`config.mk`:
```
export PLATFORM = sky130hd
export DESIGN_NAME = evt_crossbar_rr_arbiter
export DESIGN_NICKNAME = d
export VERILOG_FILES = /design/src/rtl/evt_crossbar_pkg.sv /design/src/rtl/evt_rr_pick.sv /design/src/rtl/evt_crossbar_rr_arbiter.sv
export SDC_FILE = /design/constraint.sdc
export NUM_CORES = 1
export LEC_CHECK = 0
export ABC_AREA = 0
export CORE_ASPECT_RATIO = 1.5
export CORE_UTILIZATION = 30
export CTS_CLUSTER_DIAMETER = 40
export DETAILED_ROUTE_END_ITERATION = 16
export PLACE_DENSITY = 0.86
export SYNTH_ARGS = -nofsm -noshare
export SYNTH_HDL_FRONTEND = slang
export SYNTH_SLANG_ARGS = --single-unit
export TNS_END_PERCENT = 30
```
`constraint.sdc`:
```
create_clock -name clk_i -period 2.34 [get_ports clk_i]
set_input_delay 0.468 -clock clk_i [delete_from_list [all_inputs] [get_ports clk_i]]
set_output_delay 0.468 -clock clk_i [all_outputs]
set_load 0.02 [all_outputs]
```
`src/rtl/evt_crossbar_pkg.sv`:
```
// Shared types and helpers for the event crossbar arbitration logic.
package evt_crossbar_pkg;

  typedef logic [31:0] evt_t;

  localparam int unsigned EVT_NUM_IN_DEF    = 4;
  localparam int unsigned EVT_DST_PORTS_DEF = 4;

  // Index width that never collapses to zero bits for a single-entry vector.
  function automatic int unsigned idx_width(input int unsigned n);
    return (n > 1) ? $clog2(n) : 1;
  endfunction

  typedef enum logic {OS_EMPTY, OS_FULL} os_state_e;

endpackage

```
`src/rtl/evt_rr_pick.sv`:
```
// Rotate-priority search: first set request strictly after ptr_i, wrapping modulo N.
module evt_rr_pick #(
  parameter int unsigned N     = 4,
  parameter int unsigned IDX_W = (N > 1) ? $clog2(N) : 1
) (
  input  logic [N-1:0]     req_i,
  input  logic [IDX_W-1:0] ptr_i,
  output logic [IDX_W-1:0] pick_o,
  output logic             any_o
);

  // The last candidate examined is ptr_i itself, so a lone requester at the pointer still wins.
  always_comb begin
    int unsigned idx;
    pick_o = '0;
    any_o  = 1'b0;
    idx    = 0;
    for (int unsigned off = 1; off <= N; off++) begin
      idx = (32'(ptr_i) + off) % N;
      if (!any_o && req_i[idx[IDX_W-1:0]]) begin
        any_o  = 1'b1;
        pick_o = idx[IDX_W-1:0];
      end
    end
  end

endmodule

```
`src/rtl/evt_crossbar_rr_arbiter.sv`:
```
// Round-robin arbiter feeding a single-entry output stage for the crossbar broadcast path.
// Optional per-input grant counters are enabled with EVT_CROSSBAR_ARB_STATS_EN.
module evt_crossbar_rr_arbiter
  import evt_crossbar_pkg::*;
#(
  parameter type         T         = evt_t,
  parameter int unsigned NUM_IN    = 4,
  parameter int unsigned DST_PORTS = 4,
  parameter int unsigned CNT_W     = 16
) (
  input  logic                                clk_i,
  input  logic                                rst_i,
  input  T               [NUM_IN-1:0]         data_i,
  input  logic           [NUM_IN-1:0][DST_PORTS-1:0] mask_i,
  input  logic           [NUM_IN-1:0]         valid_i,
  output logic           [NUM_IN-1:0]         ready_o,
  output T                                    data_o,
  output logic           [DST_PORTS-1:0]      mask_o,
  output logic           [$clog2(NUM_IN)-1:0] gnt_id_o,
  output logic                                valid_o,
  input  logic                                ready_i,
  output logic                                drop_o,
  output logic           [NUM_IN-1:0][CNT_W-1:0] gnt_cnt_o,
  input  logic                                clr_cnt_i
);

  localparam int unsigned IDX_W = idx_width(NUM_IN);

  os_state_e            state_q, state_d;
  T                     data_q, data_d;
  logic [DST_PORTS-1:0] mask_q, mask_d;
  logic [IDX_W-1:0]     gnt_id_q, gnt_id_d;
  logic [IDX_W-1:0]     ptr_q, ptr_d;
  logic                 drop_q, drop_d;

  logic [IDX_W-1:0]     pick;
  logic                 any_req;
  logic                 accept;
  logic                 grant;
  logic                 fwd;
  logic [DST_PORTS-1:0] pick_mask;

  evt_rr_pick #(
    .N     (NUM_IN),
    .IDX_W (IDX_W)
  ) u_pick (
    .req_i  (valid_i),
    .ptr_i  (ptr_q),
    .pick_o (pick),
    .any_o  (any_req)
  );

  // Handshake is suppressed during reset so nothing is consumed and then discarded.
  always_comb begin
    accept    = (state_q == OS_EMPTY) || ready_i;
    grant     = accept && any_req && !rst_i;
    pick_mask = mask_i[pick];
    fwd       = grant && (pick_mask != '0);
    ready_o   = '0;
    if (grant) begin
      ready_o[pick] = 1'b1;
    end
  end

  always_comb begin
    state_d  = state_q;
    data_d   = data_q;
    mask_d   = mask_q;
    gnt_id_d = gnt_id_q;
    ptr_d    = ptr_q;
    drop_d   = 1'b0;
    if (accept) begin
      if (grant) begin
        ptr_d = pick;
        if (fwd) begin
          state_d  = OS_FULL;
          data_d   = data_i[pick];
          mask_d   = pick_mask;
          gnt_id_d = pick;
        end else begin
          // Accept implies empty or draining, so a dropped event always leaves the stage empty.
          state_d = OS_EMPTY;
          drop_d  = 1'b1;
        end
      end else begin
        state_d = OS_EMPTY;
      end
    end
  end

  always_ff @(posedge clk_i) begin
    if (rst_i) begin
      state_q  <= OS_EMPTY;
      data_q   <= '0;
      mask_q   <= '0;
      gnt_id_q <= '0;
      ptr_q    <= IDX_W'(NUM_IN - 1);
      drop_q   <= 1'b0;
    end else begin
      state_q  <= state_d;
      data_q   <= data_d;
      mask_q   <= mask_d;
      gnt_id_q <= gnt_id_d;
      ptr_q    <= ptr_d;
      drop_q   <= drop_d;
    end
  end

  assign valid_o  = (state_q == OS_FULL);
  assign data_o   = data_q;
  assign mask_o   = mask_q;
  assign gnt_id_o = gnt_id_q;
  assign drop_o   = drop_q;

`ifdef EVT_CROSSBAR_ARB_STATS_EN
  logic [NUM_IN-1:0][CNT_W-1:0] cnt_q, cnt_d;

  // Clear wins over a same-cycle increment; counts saturate at all-ones.
  always_comb begin
    cnt_d = cnt_q;
    if (clr_cnt_i) begin
      cnt_d = '0;
    end else if (fwd && (cnt_q[pick] != '1)) begin
      cnt_d[pick] = cnt_q[pick] + CNT_W'(1);
    end
  end

  always_ff @(posedge clk_i) begin
    if (rst_i) begin
      cnt_q <= '0;
    end else begin
      cnt_q <= cnt_d;
    end
  end

  assign gnt_cnt_o = cnt_q;
`else
  logic unused_clr;
  assign unused_clr = clr_cnt_i;
  assign gnt_cnt_o  = '0;
`endif

`ifndef SYNTHESIS
  assert property (@(posedge clk_i) disable iff (rst_i) $onehot0(ready_o));
  assert property (@(posedge clk_i) disable iff (rst_i) ((ready_o & ~valid_i) == '0));
`endif

endmodule

```
==> results.sh, run 1 <==
export IMPL_wl_per_cell_um=13.5
export IMPL_rsz0062_at_grt="yes"
export IMPL_endpoint_kind="primary output"
export IMPL_setup_viol=0
export IMPL_clk_pin_slew_ns=0.06
export IMPL_critPathMaxStageDelay_ns=0.18
export IMPL_ioPinCount=260
export IMPL_power_leakage_uw=0.00263
export IMPL_final_seq_area_um2=845
export IMPL_cpMostUsedCell="buf_4"
export IMPL_worstHoldPathType="reg -> reg"
export IMPL_fp_row_count=46
export IMPL_hold_violations=0
export IMPL_outcome="finished clean"
export IMPL_firstDrtPassIters=6
export IMPL_crit_slowest_cell="and2b_1"
export IMPL_multi_input_area_mm2=0.00212
export IMPL_peakVddDrop_mv=0.323
export IMPL_netlist_area_mm2=0.00325
export IMPL_placed_cells=823
export IMPL_cts_htree_levels=2
export IMPL_synth_cell_types=33
export IMPL_cts_inserted_buffers=5
export IMPL_synthTopCellsByCount="208 x nand2_1, 67 x buf_4, 64 x nand3_1"
export IMPL_synth_top_area_share_pct=25.9
export IMPL_place_area_mm2=0.00520
export IMPL_grt_overflow=0
export IMPL_grt_pass1_vias=3544
export IMPL_syn_instance_count=489
export IMPL_crit_path_start_kind="input port"
export IMPL_fmax_mhz=431
export IMPL_path_buf_inv=5
export IMPL_synth_area_leaders="dfxtp_1 26%, nand2_1 24%, buf_4 15%"
export IMPL_critical_path_class="in -> out"
export IMPL_n_antenna_cell=0
export IMPL_fin_nets=851
export IMPL_fin_area_mm2=0.00564
export IMPL_max_clock_path_buffers=2
export IMPL_hpwl_um=8060
export IMPL_critPathArrivalTime_ns=1.85
export IMPL_track_usage_pct=18.9
export IMPL_grt_pass1_wl_um=16400
export IMPL_cts_root_buf="clkbuf_16"
export IMPL_drtIter0Drc=131
export IMPL_drc=0
export IMPL_num_vias=3796
export IMPL_postRouteAntennaNets=0
export IMPL_yosysMostFrequentCell="nand2_1"
export IMPL_synth_seq_cells=42
export IMPL_p_per_area_mw_per_mm2=670
export IMPL_crit_required_ns=1.87
export IMPL_fillers=938
export IMPL_grt_max_degree=41
export IMPL_clk_latency_ns=0.28
export IMPL_ys_flop_type="dfxtp_1"
export IMPL_drive_gt1_share_pct=11.7
export IMPL_seq_area_frac_synth_pct=25.9
export IMPL_ys_warn_count=0
export IMPL_period_share_pct=99.2
export IMPL_async_flop_share_pct=0
export IMPL_cap_violations=0
export IMPL_dieArea_mm2=0.0113
export IMPL_ctsHoldBuffers=0
export IMPL_slew_violations=0
export IMPL_fin_cells=844
export IMPL_fp_coreArea_mm2=0.0105
export IMPL_tns_ns=0
export IMPL_finalWirelength_um=11400
export IMPL_period_needed_ns=2.32
export IMPL_synthToLayoutAreaGrowth_pct=73.6
export IMPL_synth_largest_area_cell="dfxtp_1"
export IMPL_viasPerCell=4.50
export IMPL_antenna_found_initial=0
export IMPL_cts_tree="done"
export IMPL_gp_congestion=0.823
export IMPL_power_total_uw=3780
export IMPL_final_util_pct=53.6
export IMPL_cts_sinks=42
export IMPL_portBuffers=194
export IMPL_syn_area_per_cell_um2=6.64
export IMPL_die_h_um=129
export IMPL_start_util_pct=30.9
export IMPL_fp_dieW_um=87.0
export IMPL_synth_edff_count=0
export IMPL_crit_chain="buf_4, and2b_1, a21oi_2, buf_4, o221ai_4, buf_6, buf_4, nor3_2, buf_2"
export IMPL_reg2reg_slack_ns=0.06
export IMPL_worst_clock_skew_ns=0.00244
export IMPL_crit_family="buffers and inverters"
export IMPL_path_max_fanout=6
==> timing repair <==
item / 4_1_cts / 5_1_grt
cloned: 2 / 2
endpoints found under the hold margin: 0 / 0
pin swaps: 4 / 7
endpoints found under the setup margin: 43 / 42
setup buffers: 7 / 3
gates resized for setup: 46 / 30
==> worst paths after layout <==
check | endpoint | start | depth (start not counted)
setup / recovery | ready_o[2] | valid_i[1] | 9
setup reg to reg | data_o[30] | ptr_q[0] | 10
hold / removal | data_o[13] | data_o[13] | 2
hold reg to reg | data_o[13] | data_o[13] | 2
==> area by class of cell <==
class,instances,area share [%]
multi-input cells,413,37.7
well taps,144,3.19
repair buffers,235,41.1
clock inverters,2,0.665
flip-flops and latches,42,15.0
inverters,2,0.133
clock buffers,6,2.28
==> power by group <==
| part | total (µW) | switching, µW | internal [µW] | leakage (µW) |
|---|---|---|---|---|
| logic | 2020 | 1060 | 964 | 0.00220 |
| registers | 975 | 87.7 | 887 | 0.000351 |
| clock network | 781 | 277 | 504 | 0.0000771 |
| total | 3780 | 1420 | 2350 | 0.00263 |
==> routing by layer <==
| metal | vias to the layer above | wire length, µm | global-route usage, % |
|---|---|---|---|
| li1 | 1883 | - | - |
| met1 | 1724 | 4130 | 18.8 |
| met2 | 174 | 6440 | 37.8 |
| met3 | 15 | 611 | 2.61 |
| met4 | 0 | 223 | 8.04 |
| met5 | - | 0 | 0 |
==> tightest hold or removal path: stages (launching register included) <==
cell and delay [ns]:
dfxtp_1 0.31, nand2_1 0.05, mux2i_1 0.05
==> metrics by stage <==
stage	hold WS (ns)	setup WS (ns)
3_5_place_dp	0.451	-0.725
3_3_place_gp	0.443	-0.662
2_1_floorplan	0.514	-0.00472
6_report	0.456	0.0196
4_1_cts	0.460	0.0160
5_1_grt	0.478	-0.0715
==> cells by family after synthesis <==
logic type	Yosys count	synth area share (%)
simple gates	286	36.3
buf+inv	98	19.9
flops	42	25.9
mux	35	10.8
compound gates	27	7.01
other cells	1	0.115
==> cell usage in the layout (no fill, tap or decap), drive strengths merged, types with 2 or more instances in the layout <==
master and count:
nand2 208, clkdlybuf4s50 186, nand3 64, conb 64, buf 46, dfxtp 42, mux2i 35, clkbuf 9
a21oi 9, a22oi 4, nor3 4, a32o 3, and2 3, nor2 3, inv 2, o211ai 2
o21ai 2, nand2b 2, o41ai 2
==> registers in the layout, summed over array words and instances, names as in the netlist <==
signal	count
data_o	32
mask_o	4
gnt_id_o	2
ptr_q	2
drop_o	1
valid_o	1
No activity file was read; power rests on OpenSTA's default activity.
==> run 2: changes to the inputs <==
Settings changed: ABC_AREA 0 to default, CORE_MARGIN from default to 4, REMOVE_ABC_BUFFERS from default to 1.
==> run 2 against run 1 <==
Maximum frequency increased by 2.9%. Sequential cell count unchanged. Final area is 1.4% lower. Critical path depth down 4. Setup slack better by 0.066 ns.
==> results.sh, run 2 (synthesis results as in run 1) <==
export IMPL_drive_gt1_share_pct=11.1
export IMPL_grt_max_degree=48
export IMPL_largest_reg_flops=32
export IMPL_swShare_pct=38.1
export IMPL_grt_pass1_vias=3672
export IMPL_num_vias=3798
export IMPL_reg2reg_slack_ns=0.12
export IMPL_r2r_start="ptr_q[1]"
export IMPL_synthToLayoutAreaGrowth_pct=71.3
export IMPL_worstHoldPathType="reg -> reg"
export IMPL_pwr_share_clk_pct=21.0
export IMPL_met3_usage_pct=2.95
export IMPL_grt_use_met1_pct=17.4
export IMPL_fin_nets=846
export IMPL_cts_tree="done"
export IMPL_firstDrtPassIters=4
export IMPL_critical_path_class="reg -> out"
export IMPL_wl_per_cell_um=14.1
export IMPL_start_util_pct=30.7
export IMPL_r2r_end="data_o[25]"
export IMPL_fp_coreArea_mm2=0.0106
export IMPL_hpwl_um=8760
export IMPL_viasPerCell=4.53
export IMPL_slew_violations=0
export IMPL_portBuffers=194
export IMPL_crit_path_start_kind="flop"
export IMPL_worst_clock_skew_ns=0.00927
export IMPL_layout_common_cells="208 x nand2_1, 186 x clkdlybuf4s50_1, 64 x nand3_1, 64 x conb_1, 41 x dfxtp_1"
export IMPL_drtIter0Drc=84
export IMPL_tns_ns=0
export IMPL_n_antenna_cell=0
export IMPL_fp_dieW_um=93.0
export IMPL_clk_pin_slew_ns=0.06
export IMPL_gp_congestion=0.792
export IMPL_top_usage_layer="met2"
export IMPL_p_switching_uw=1420
export IMPL_power_frac_comb_pct=52.9
export IMPL_peakVddDrop_mv=0.315
export IMPL_hold_violations=0
export IMPL_cts_htree_levels=2
export IMPL_postRouteAntennaNets=0
export IMPL_power_total_uw=3740
export IMPL_fin_cells=839
export IMPL_finalWirelength_um=11800
export IMPL_final_seq_area_um2=842
export IMPL_gr_usage_met2_pct=34.5
export IMPL_seq_power_share_pct=26.1
export IMPL_cts_sinks=42
export IMPL_placed_cells=822
export IMPL_path_max_fanout=8
export IMPL_period_needed_ns=2.25
export IMPL_cp_startpoint="ptr_q[1]"
export IMPL_drc=0
export IMPL_cap_violations=0
export IMPL_power_leakage_uw=0.00260
export IMPL_cts_inserted_buffers=5
export IMPL_die_h_um=135
export IMPL_ctsHoldBuffers=0
export IMPL_endpoint_kind="primary output"
export IMPL_crit_required_ns=1.87
export IMPL_dieArea_mm2=0.0126
export IMPL_layout_commonest_cell="nand2_1"
export IMPL_grt_overflow=0
export IMPL_grt_pass1_wl_um=17400
export IMPL_setup_viol=0
export IMPL_p_per_area_mw_per_mm2=672
export IMPL_fmax_mhz=443
export IMPL_antenna_found_initial=0
export IMPL_critPathArrivalTime_ns=1.79
export IMPL_p_int_uw=2320
export IMPL_fp_row_count=46
export IMPL_max_clock_path_buffers=2
export IMPL_crit_end="ready_o[0]"
export IMPL_track_usage_pct=17.4
export IMPL_multi_input_area_mm2=0.00215
export IMPL_outcome="finished clean"
export IMPL_cts_root_buf="clkbuf_16"
export IMPL_ioPinCount=260
export IMPL_fillers=1005
export IMPL_period_share_pct=96.4
export IMPL_clk_latency_ns=0.28
export IMPL_ff2ff_path_depth=8
==> run 2: cell count changes in the layout (fill, tap and decap cells not counted), sizes merged <==
cell	change
nand2	+1
clkinvlp	-1
buf	-6
dlygate4sd2	+1
clkinv	+2
clkbuf	-2
==> run 2: timing repair <==
item / 4_1_cts / 5_1_grt
endpoints found under the hold margin: 0 / 0
buffers inserted: 5 / 1
cloned: 3 / 0
resized for setup: 44 / 21
pin swaps: 9 / 3
setup endpoints to repair: 43 / 43
==> run 2: worst min path at each step <==
stage,start,to,slack [ns],cells past startpoint
after floorplan,ptr_q[0],ptr_q[0],0.51,2
after global placement,data_o[24],data_o[24],0.44,2
after detailed placement,data_o[7],data_o[7],0.45,2
after CTS,data_o[23],data_o[23],0.46,2
after global routing,data_o[13],data_o[13],0.48,2
final,data_o[15],data_o[15],0.46,2
==> run 2: stage by stage <==
stage	utilization, %	hold WS (ns)	setup WS (ns)	cell area (µm²)
floorplan	-	0.514	-2.08	2850
global placement	49.2	0.443	-0.567	5210
detailed placement	49.2	0.454	-0.635	5210
CTS	52.0	0.464	-0.00363	5510
global route	52.6	0.477	-0.0162	5570
finish	52.6	0.461	0.0852	5570
==> run 2: metal layers <==
layer	share of wire, %	routed length [µm]
met1	36	4270
met3	7.3	858
met4	2.7	315
met5	0	0
met2	54	6390
==> run 2: final cells by class <==
| class | count | share of cell area (%) |
|---|---|---|
| repair buffers | 229 | 39.9 |
| multi-input cells | 414 | 38.6 |
| flip-flops and latches | 42 | 15.1 |
| well taps | 144 | 3.24 |
| clock buffers | 5 | 2.25 |
| clock inverters | 3 | 0.719 |
| inverters | 2 | 0.135 |
==> run 2: power groups by stage <==
stage | logic (µW) | registers (µW) | clock network, µW
after global placement | 1850 | 981 | 0
after CTS | 1960 | 976 | 812
after global routing | 2130 | 1000 | 836
after floorplan | 771 | 1180 | 0
after detailed placement | 1870 | 988 | 0
final | 1980 | 976 | 786
==> run 2: critical path: stages, from the launching register on <==
cell and delay (ns):
dfxtp_2 0.42, mux2i_4 0.32, o221ai_4 0.22, buf_4 0.19
nor3_2 0.16, buf_2 0.18
==> run 3: changes to the inputs <==
Settings changed: ABC_CLOCK_PERIOD_IN_PS from default to 2340.
==> results of run 3 <==
Same layout as run 2: the final DEF is identical, and so are final timing and power.
